### src/rtl/tt_um_jakedrew_qei.sv
// Quadrature encoder interface: 2-flop synchronizer on {A,B}, x4 Gray-code
// decode into +1/-1 steps, 16-bit wrapping position counter and direction flag.
module tt_um_jakedrew_qei (
  input  logic       clk,
  input  logic       rst_n,
  input  logic       ena,
  input  logic [7:0] ui_in,
  input  logic [7:0] uio_in,
  output logic [7:0] uo_out,
  output logic [7:0] uio_out,
  output logic [7:0] uio_oe
);

  logic [1:0]  s1_q, s2_q, prev_q;
  logic [15:0] count;
  logic [15:0] count_d;
  logic        dir_q, dir_d;
  logic signed [1:0] step;

  // Map a prev->cur {A,B} transition to a signed step; no change or a
  // double-bit jump yields 0.
  function automatic logic signed [1:0] decode_step(input logic [1:0] prev,
                                                    input logic [1:0] cur);
    logic signed [1:0] s;
    s = 2'sd0;
    case ({prev, cur})
      4'b0001, 4'b0111, 4'b1110, 4'b1000: s = 2'sd1;
      4'b0010, 4'b1011, 4'b1101, 4'b0100: s = -2'sd1;
      default:                            s = 2'sd0;
    endcase
    return s;
  endfunction

  always_comb begin
    step    = decode_step(prev_q, s2_q);
    count_d = count + {{14{step[1]}}, step};
    dir_d   = dir_q;
    if (step == 2'sd1)       dir_d = 1'b1;
    else if (step == -2'sd1) dir_d = 1'b0;
  end

  // Stage boundary: synchronizer, previous-state and counter registers
  always_ff @(posedge clk or negedge rst_n) begin
    if (!rst_n) begin
      s1_q   <= 2'b00;
      s2_q   <= 2'b00;
      prev_q <= 2'b00;
      count  <= 16'h0000;
      dir_q  <= 1'b0;
    end else begin
      s1_q   <= ui_in[1:0];
      s2_q   <= s1_q;
      prev_q <= s2_q;
      count  <= count_d;
      dir_q  <= dir_d;
    end
  end

  assign uo_out  = {dir_q, count[6:0]};
  assign uio_out = count[14:7];
  assign uio_oe  = 8'hFF;

  logic unused_ok;
  assign unused_ok = ^{ena, uio_in, ui_in[7:2], count[15]};

endmodule

### config.mk
export PLATFORM = sky130hd
export DESIGN_NAME = tt_um_jakedrew_qei
export DESIGN_NICKNAME = d
export VERILOG_FILES = /design/src/rtl/tt_um_jakedrew_qei.sv
export SDC_FILE = /design/constraint.sdc
export NUM_CORES = 1
export LEC_CHECK = 0
export ABC_CLOCK_PERIOD_IN_PS = 6900
export BUFFER_PORTS_ARGS = -buffer_cell sky130_fd_sc_hd__buf_2
export CAP_MARGIN = 20
export CORE_UTILIZATION = 50
export CTS_BUF_LIST = sky130_fd_sc_hd__clkbuf_4 sky130_fd_sc_hd__clkbuf_8
export DETAILED_ROUTE_END_ITERATION = 8
export GPL_ROUTABILITY_DRIVEN = 1
export PLACE_DENSITY = 0.89
export SLEW_MARGIN = 0
export SYNTH_ARGS = -nofsm -noshare
export SYNTH_HDL_FRONTEND = slang
export SYNTH_SLANG_ARGS = --single-unit
### constraint.sdc
create_clock -name clk -period 6.9 [get_ports clk]
set_input_delay 0 -clock clk [delete_from_list [all_inputs] [get_ports clk]]
set_output_delay 0 -clock clk [all_outputs]
set_load 0.05 [all_outputs]
== Yosys cells after proc, flatten, opt, wreduce, memory -nomap -nowiden ==
Memories as Yosys holds them, arrays and structs flattened.
Cells that the tools add are included.
W data, S select, Z words.
Word-level totals
  bits in read-only memories: 32
  flip-flop bits (word level): 23
  input port bits: 19
  output and inout bits: 24
  bits in writable memories: 0
  memories kept: 1
  word-level logic and storage cells: 12
  latch bits: 0
Memories
  (no name shown): words 16, width 2, read ports 1, clocked after Yosys merged registers in 0, write ports 0, line 26  | case ({prev, cur})
Operators by class
  multiply operators: 0
  bitwise gates (word level): 0
  divide/modulo/power cells: 0
  mux-type cells: 2
  shift operators: 0
  reductions and logical operators: 1
  $add $sub $neg: 1
  $lt $le $gt $ge: 0
  equality and inequality tests: 2
Operators with widths (count)
  $add A16 B16 Y16: 1
  $eq A2 B1 Y1 const B: 1
  $eq A2 B2 Y1 const B: 1
  $mux W1: 2
  $reduce_bool A2 Y1: 1

== Longest topological paths before layout ==
Gate-level depths: netlist of run 1.
An unclocked memory read counts as a cell.
  depth after elaboration: 4
  gate-level depth with buffers: 11
  gate-level depth less buffers: 11

== Worst setup path after synthesis of run 1 ==
Ideal clock, no wire load.
  path type: register to register
  start: register s2_q[0]
  end: register count[14]
  arrival time: 2.640 ns
  clock period less this slack: 2.765 ns
  library setup time: 0.125 ns
  path slack: 4.135 ns
  stages on the path, launching flop included: 11
  path through: dfrtp_1 inv_1 ha_1 mux4_2 fa_1 a21o_2 a21oi_2 o21ai_2 a31oi_1 a31oi_1 xnor2_1
Between the ends
  longest elaborated chain between the ends: 2
RTL lines
  start, declared: line 14  | logic [1:0] s1_q, s2_q, prev_q;
  start signal, assigned: line 52  | s2_q <= s1_q;
  $mem_v2 Z16 W2
  $add A16 B16 Y16: line 36  | count_d = count + {{14{step[1]}}, step};
  net count_d[14]: line 16  | logic [15:0] count_d;
  end signal, assigned: line 54  | count <= count_d;
  end, declared: line 15  | logic [15:0] count;
The timed path passes the listed nets, and every way through them passes these cells.
A chain may end at the register's enable or synchronous reset.

== Worst setup path in the final report of run 1 ==
Ends and elaborated chain as after synthesis.

==> results of run 1 <==
-- cells by family (layout without fill, tap and decap cells) --
family	after synthesis	after routing	share of synthesized area, %
other	1	8	0.274
DFF	22	22	40.2
xor gates and xnor gates	14	14	8.96
AOI/OAI and AO/OA	36	36	17.1
and+or+nand+nor	18	18	6.31
buffers and inverters	12	29	5.76
adders and majority gates	21	21	19.7
muxes	1	1	1.65
-- Yosys cell counts (all sizes together) --
library cell  number  area (sq um)
conb               1          3.75
buf                9          67.6
nand2              7          26.3
ha                20           250
nor3               1          5.00
a211o              1          8.76
a211oi             2          15.0
and2               1          7.51
dfrtp             22           551
a31oi              3          18.8
a31o               1          8.76
o21a               1          7.51
nand3              2          10.0
mux4               1          22.5
fa                 1          20.0
nand2b             1          6.26
xor2               5          43.8
a21oi             14          77.6
and3               1          6.26
xnor2              9          78.8
a21o               5          38.8
and2b              1          7.51
inv                3          11.3
nor2               3          11.3
o21ai              7          38.8
a22oi              1          12.5
o211ai             1          7.51
or2                1          6.26
-- power groups by stage --
stage | Sequential (uW) | Combinational [uW] | Clock, uW
6_report | 214 | 541 | 97.6
5_1_grt | 220 | 581 | 104
4_1_cts | 215 | 539 | 101
3_5_place_dp | 217 | 532 | 0
3_3_place_gp | 214 | 514 | 0
2_1_floorplan | 374 | 275 | 0
-- critical path: cells and delay by family, from the launching register on --
family | cells | cell delay, ns
AO/OA/AOI/OAI | 5 | 1.13
buffers and inverters | 1 | 0.08
adder cells (fa/ha/maj) | 2 | 0.71
flip-flops | 1 | 0.42
multiplexers | 1 | 0.68
XOR/XNOR | 1 | 0.16
-- cells in the final DEF, fill, tap and decap left out, drive strengths merged --
| cell type | instances |
|---|---|
| nand2b | 1 |
| nand2 | 7 |
| bufinv | 1 |
| a21oi | 14 |
| ha | 20 |
| a31oi | 3 |
| o21a | 1 |
| inv | 3 |
| xor2 | 5 |
| nor2 | 3 |
| fa | 1 |
| or2 | 1 |
| and2b | 1 |
| dlygate4sd3 | 3 |
| a211oi | 2 |
| o21ai | 7 |
| o211ai | 1 |
| a31o | 1 |
| a21o | 5 |
| and2 | 1 |
| nand3 | 2 |
| xnor2 | 9 |
| buf | 19 |
| a22oi | 1 |
| mux4 | 1 |
| conb | 8 |
| dfrtp | 22 |
| a211o | 1 |
| clkbuf | 3 |
| and3 | 1 |
| nor3 | 1 |
-- metrics by stage --
stage	worst slack, ns	util (%)	hold WS (ns)
6_report	3.61	61.2	0.175
3_5_place_dp	3.71	57.9	-0.00288
5_1_grt	3.49	61.2	0.211
4_1_cts	3.63	61.2	0.179
3_3_place_gp	3.87	57.9	-0.0139
2_1_floorplan	4.13	-	-0.296
-- worst paths after layout --
| path | start | to | slack (ns) | cells past startpoint |
|---|---|---|---|---|
| setup / recovery | s2_q[0]$_DFF_PN0_ | count[14]$_DFF_PN0_ | 3.61 | 10 |
| hold reg to reg | s1_q[1]$_DFF_PN0_ | s2_q[1]$_DFF_PN0_ | 0.37 | 0 |
| min in group clk | ui_in[1] | s1_q[1]$_DFF_PN0_ | 0.33 | 2 |
| setup reg to reg | s2_q[0]$_DFF_PN0_ | count[14]$_DFF_PN0_ | 3.61 | 10 |
| hold / removal | rst_n | count[2]$_DFF_PN0_ | 0.17 | 2 |
| max in group asynchronous | rst_n | count[10]$_DFF_PN0_ | 6.39 | 2 |
-- layer usage --
layer	vias to the layer above	part of all wire [%]	wire [um]	global-route usage [%]
li1	480	-	-	-
met1	471	42	1030	22.5
met2	41	52	1280	35.8
met3	2	5.6	137	3.33
met4	0	0.49	12	6.84
met5	-	0	0	0
-- flip-flops by register name, summed over array words and instances, names as in the netlist --
name / cells
dir_q: 1
s1_q: 2
prev_q: 2
s2_q: 2
count: 15
-- area by class of cell --
type	count	area share, %
multi-input combinational	98	49.6
sequential	22	35.7
timing repair buffer	22	8.11
tap	30	2.43
clock inverter	1	1.95
clock buffer	3	1.46
inverter	3	0.730
==> results.cfg, run 1 <==
[setup_path]
slowest_stage = mux4_2
required_ns = 7.10
cp-start-kind = flip-flop
cp_common_cell = a31oi_1
end_kind = flip-flop
arrival_ns = 3.49
critPathKind = reg -> reg
cp_cell_sequence = inv_1 -> ha_1 -> mux4_2 -> fa_1 -> a21o_2 -> a21oi_2 -> o21ai_2 -> a31oi_1 -> a31oi_1 -> xnor2_1
crit_fanout = 18
cpPeakStageDelay_ns = 0.68

[routing]
drt-vias-per-instance = 5.55
drc = 0
antenna_left = 0
avgRoutedWirePerCell_um = 13.8
drt_iter0_markers = 29
wirelength_um = 2470
firstDrtPassIters = 5
vias = 994

[placement]
place_congestion = 0.839
portBuffers = 19
post_dp_cell_area_sq_um = 1460
dp_cells = 172
dp_hpwl_um = 1790

[min_path]
worstHoldPathType = in -> async

[global_route]
grt-ovfl-total = 0
antenna_found_initial = 0
grt_use_total_pct = 19.5
grt_pass1_vias = 968
grt_max_degree = 23
grt_pass1_wl_um = 4030

[layout]
layout-drive-gt1-share_pct = 20.8
area.growth.synth_to_final_pct = 12.7
design_area_sq_um = 1540
regArea_sq_um = 551
fill_cells = 204
nNetsFinal = 190
multi_input_area_sq_um = 766
final-instance-count-excl-fill = 179
antenna_cells = 0

[pwr]
p_total_uw = 853
intPower_uw = 416
combPwrFrac_pct = 63.4
p_sw_uw = 437
power_frac_clock_pct = 11.5
irDropWorstVdd_v = 0.000396
switching_share_pct = 51.2
p_leak_uw = 0.000776
p_per_area_nw_per_um2 = 553
seqPwrFrac_pct = 25.1

[floorplan]
coreArea_sq_um = 2520
fp.dieArea_sq_um = 2950
die_height_um = 54.3
die_width_um = 54.3
ioPinCount = 43
start_util_pct = 54.3
rows = 18

[sta]
fin_tns_setup_ns = 0
period_minus_slack_ns = 3.29
fmax_mhz = 304
slew_viol_final = 0
period_share_pct = 47.7
hold_viol = 0
rsz0062_at_grt = false
clock_skew_ns = 0.00217
finalSetupViolCount = 0

[clocking]
numCtsBuffers = 3
clock-sinks = 22
post-cts-setup-buffers = 0
worstSkewPairLatency_ns = 0.30
cts_tree = yes
clk_pin_slew_ns = 0.12
htree_levels = 1
root_buffer = clkbuf_4
cts_resized = 0
clk_path_buf_depth = 2
cts_hold_buf = 3

[synth]
ys_seq_elements = 22
ys_seq_area_share_pct = 40.2
syn_inst = 125
ys_warn_count = 0
post_synth.cell_area_avg_sq_um = 11.0
netlist_area_sq_um = 1370
synth_cell_types = 32

[run_status]
status = finished clean

[job]
drv_cap = 0
Note: power is estimated with default switching activity, not from simulation.
==> inputs of run 2 (changes only) <==
--- a/config.mk
+++ b/config.mk
@@ -5,7 +5,7 @@
 export SDC_FILE = /design/constraint.sdc
 export NUM_CORES = 1
 export LEC_CHECK = 0
-export ABC_CLOCK_PERIOD_IN_PS = 6900
+export ABC_CLOCK_PERIOD_IN_PS = 3200
 export BUFFER_PORTS_ARGS = -buffer_cell sky130_fd_sc_hd__buf_2
 export CAP_MARGIN = 20
 export CORE_UTILIZATION = 50
==> constraint.sdc (replaced) <==
create_clock -name clk -period 3.2 [get_ports clk]
set_input_delay 0 -clock clk [delete_from_list [all_inputs] [get_ports clk]]
set_output_delay 0 -clock clk [all_outputs]
set_load 0.05 [all_outputs]
==> run 2 against run 1 <==
Clock skew is 0.00092 ns lower. Global-route usage is 2.3 points higher. Register-to-register slack worse by 3.4 ns. Final area is 0.89% higher. Die area stayed put. Non-clock buffer count is 1 higher. Worst setup slack worse by 3.4 ns. Sequential power is 110% higher. Hold slack worse by 0.0057 ns. Critical path type unchanged. Sequential cell count stayed put. Total power is 120% higher.
==> results.cfg, run 2 (synthesis gave the netlist of run 1 again) <==
[run_status]
status = finished clean

[clocking]
clk_path_buf_depth = 2
clk_pin_slew_ns = 0.13
numCtsBuffers = 3
post-cts-setup-buffers = 0
worstSkewPairLatency_ns = 0.31
clock-sinks = 22
cts_tree = yes
htree_levels = 1
root_buffer = clkbuf_4

[pwr]
switching_share_pct = 51.6
seqPwrFrac_pct = 24.7
irDropWorstVdd_v = 0.000737
p_sw_uw = 960
p_per_area_nw_per_um2 = 1200
power_frac_clock_pct = 11.6
intPower_uw = 902
combPwrFrac_pct = 63.7
p_total_uw = 1860
p_leak_uw = 0.000781

[routing]
avgRoutedWirePerCell_um = 15.0
vias = 996
wirelength_um = 2700
firstDrtPassIters = 4
drc = 0
drt-vias-per-instance = 5.53
antenna_left = 0
drt_iter0_markers = 7

[layout]
largest_register = count
antenna_cells = 0
layout-drive-gt1-share_pct = 22.0
fin_util_pct = 61.7
nNetsFinal = 191
layout_common_cells = 22 x dfrtp_1, 20 x ha_1, 19 x buf_2
largest_reg_flops = 15
area.growth.synth_to_final_pct = 13.7
layout_commonest_cell = dfrtp_1

[floorplan]
rows = 18
fp.dieArea_sq_um = 2950
die_height_um = 54.3
die_width_um = 54.3
coreArea_sq_um = 2520
ioPinCount = 43
start_util_pct = 54.3

[min_path]
worstHoldPathType = in -> async

[global_route]
grt_pass1_wl_um = 4490
grt-ovfl-total = 0
antenna_found_initial = 0
grt_use_total_pct = 21.8
grt_pass1_vias = 1002
grt_max_degree = 23

[sta]
tightest_slew_ns = 0.515
clock_skew_ns = 0.00126
period_minus_slack_ns = 3.00
hold_viol = 0
rsz0062_at_grt = false
slew_viol_final = 0
period_share_pct = 93.7
finalWorstSetupSlack_ns = 0.202
maxSlewHeadroom_pct = 65.7
fin_tns_setup_ns = 0
fmax_mhz = 334
finalSetupViolCount = 0

[setup_path]
path_buf_inv = 1
cp_cell_sequence = inv_1 -> ha_1 -> mux4_2 -> fa_1 -> a21o_2 -> a21oi_2 -> o21ai_2 -> a31oi_2 -> a31oi_1 -> xnor2_1
crit_fanout = 12
cpPeakStageDelay_ns = 0.63
slowest_stage = mux4_2
required_ns = 3.44
arrival_ns = 3.24
critPathKind = reg -> reg
cpLargestDelayFamily = compound AO/OA/AOI/OAI gates
cp-start-kind = flip-flop
end_kind = flip-flop

[placement]
dp_hpwl_um = 2050
place_ws_ns = 0.155
portBuffers = 19
place_congestion = 0.860

[job]
drv_cap = 0
-- run 2: cell types whose count changed in the layout (fill, tap and decap cells not counted) --
| cell | delta |
|---|---|
| a31oi_1 | -1 |
| a31oi_2 | +1 |
| buf_4 | +1 |
-- run 2: layer usage --
layer / GRT usage [%] / wire (um)
met5: 0 / 0
met4: 8.12 / 24
met1: 25.8 / 1130
met3: 3.06 / 75
met2: 39.6 / 1470
-- run 2: worst paths after layout --
kind | depth (start not counted) | from | slack [ns] | end
max | 10 | s2_q[0]$_DFF_PN0_ | 0.20 | count[14]$_DFF_PN0_
min | 2 | rst_n | 0.17 | count[2]$_DFF_PN0_
max reg2reg | 10 | s2_q[0]$_DFF_PN0_ | 0.20 | count[14]$_DFF_PN0_
min reg2reg | 0 | s1_q[0]$_DFF_PN0_ | 0.38 | s2_q[0]$_DFF_PN0_
max in group asynchronous | 2 | rst_n | 2.69 | prev_q[1]$_DFF_PN0_
min in group clk | 2 | ui_in[1] | 0.33 | s1_q[1]$_DFF_PN0_
-- run 2: final cells by class --
cell class / count / area (sq um)
sequential: 22 / 551
clock inverter: 1 / 30.0
multi-input combinational: 98 / 772
tap: 30 / 37.5
timing repair buffer: 23 / 133
inverter: 3 / 11.3
fill: 214 / 966
clock buffer: 3 / 22.5
-- run 2: power by group through the flow --
stage	logic, uW	registers [uW]	clock network, uW
floorplan	592	807	0
global placement	1110	461	0
finish	1180	460	216
detailed placement	1170	467	0
global route	1280	475	234
CTS	1170	463	225
-- run 2: timing repair --
item	in CTS	in global routing
hold buffers	3	0
endpoints found under the hold margin	24	0
setup endpoints to repair	0	2
resized for setup	0	1
-- run 2: per-stage QoR --
step | instance area [sq um] | instances | hold slack [ns]
2_1_floorplan | 1400 | 132 | -0.296
3_3_place_gp | 1470 | 173 | -0.0149
3_5_place_dp | 1470 | 173 | 0.00301
4_1_cts | 1550 | 180 | 0.167
5_1_grt | 1560 | 180 | 0.210
6_report | 1560 | 180 | 0.169
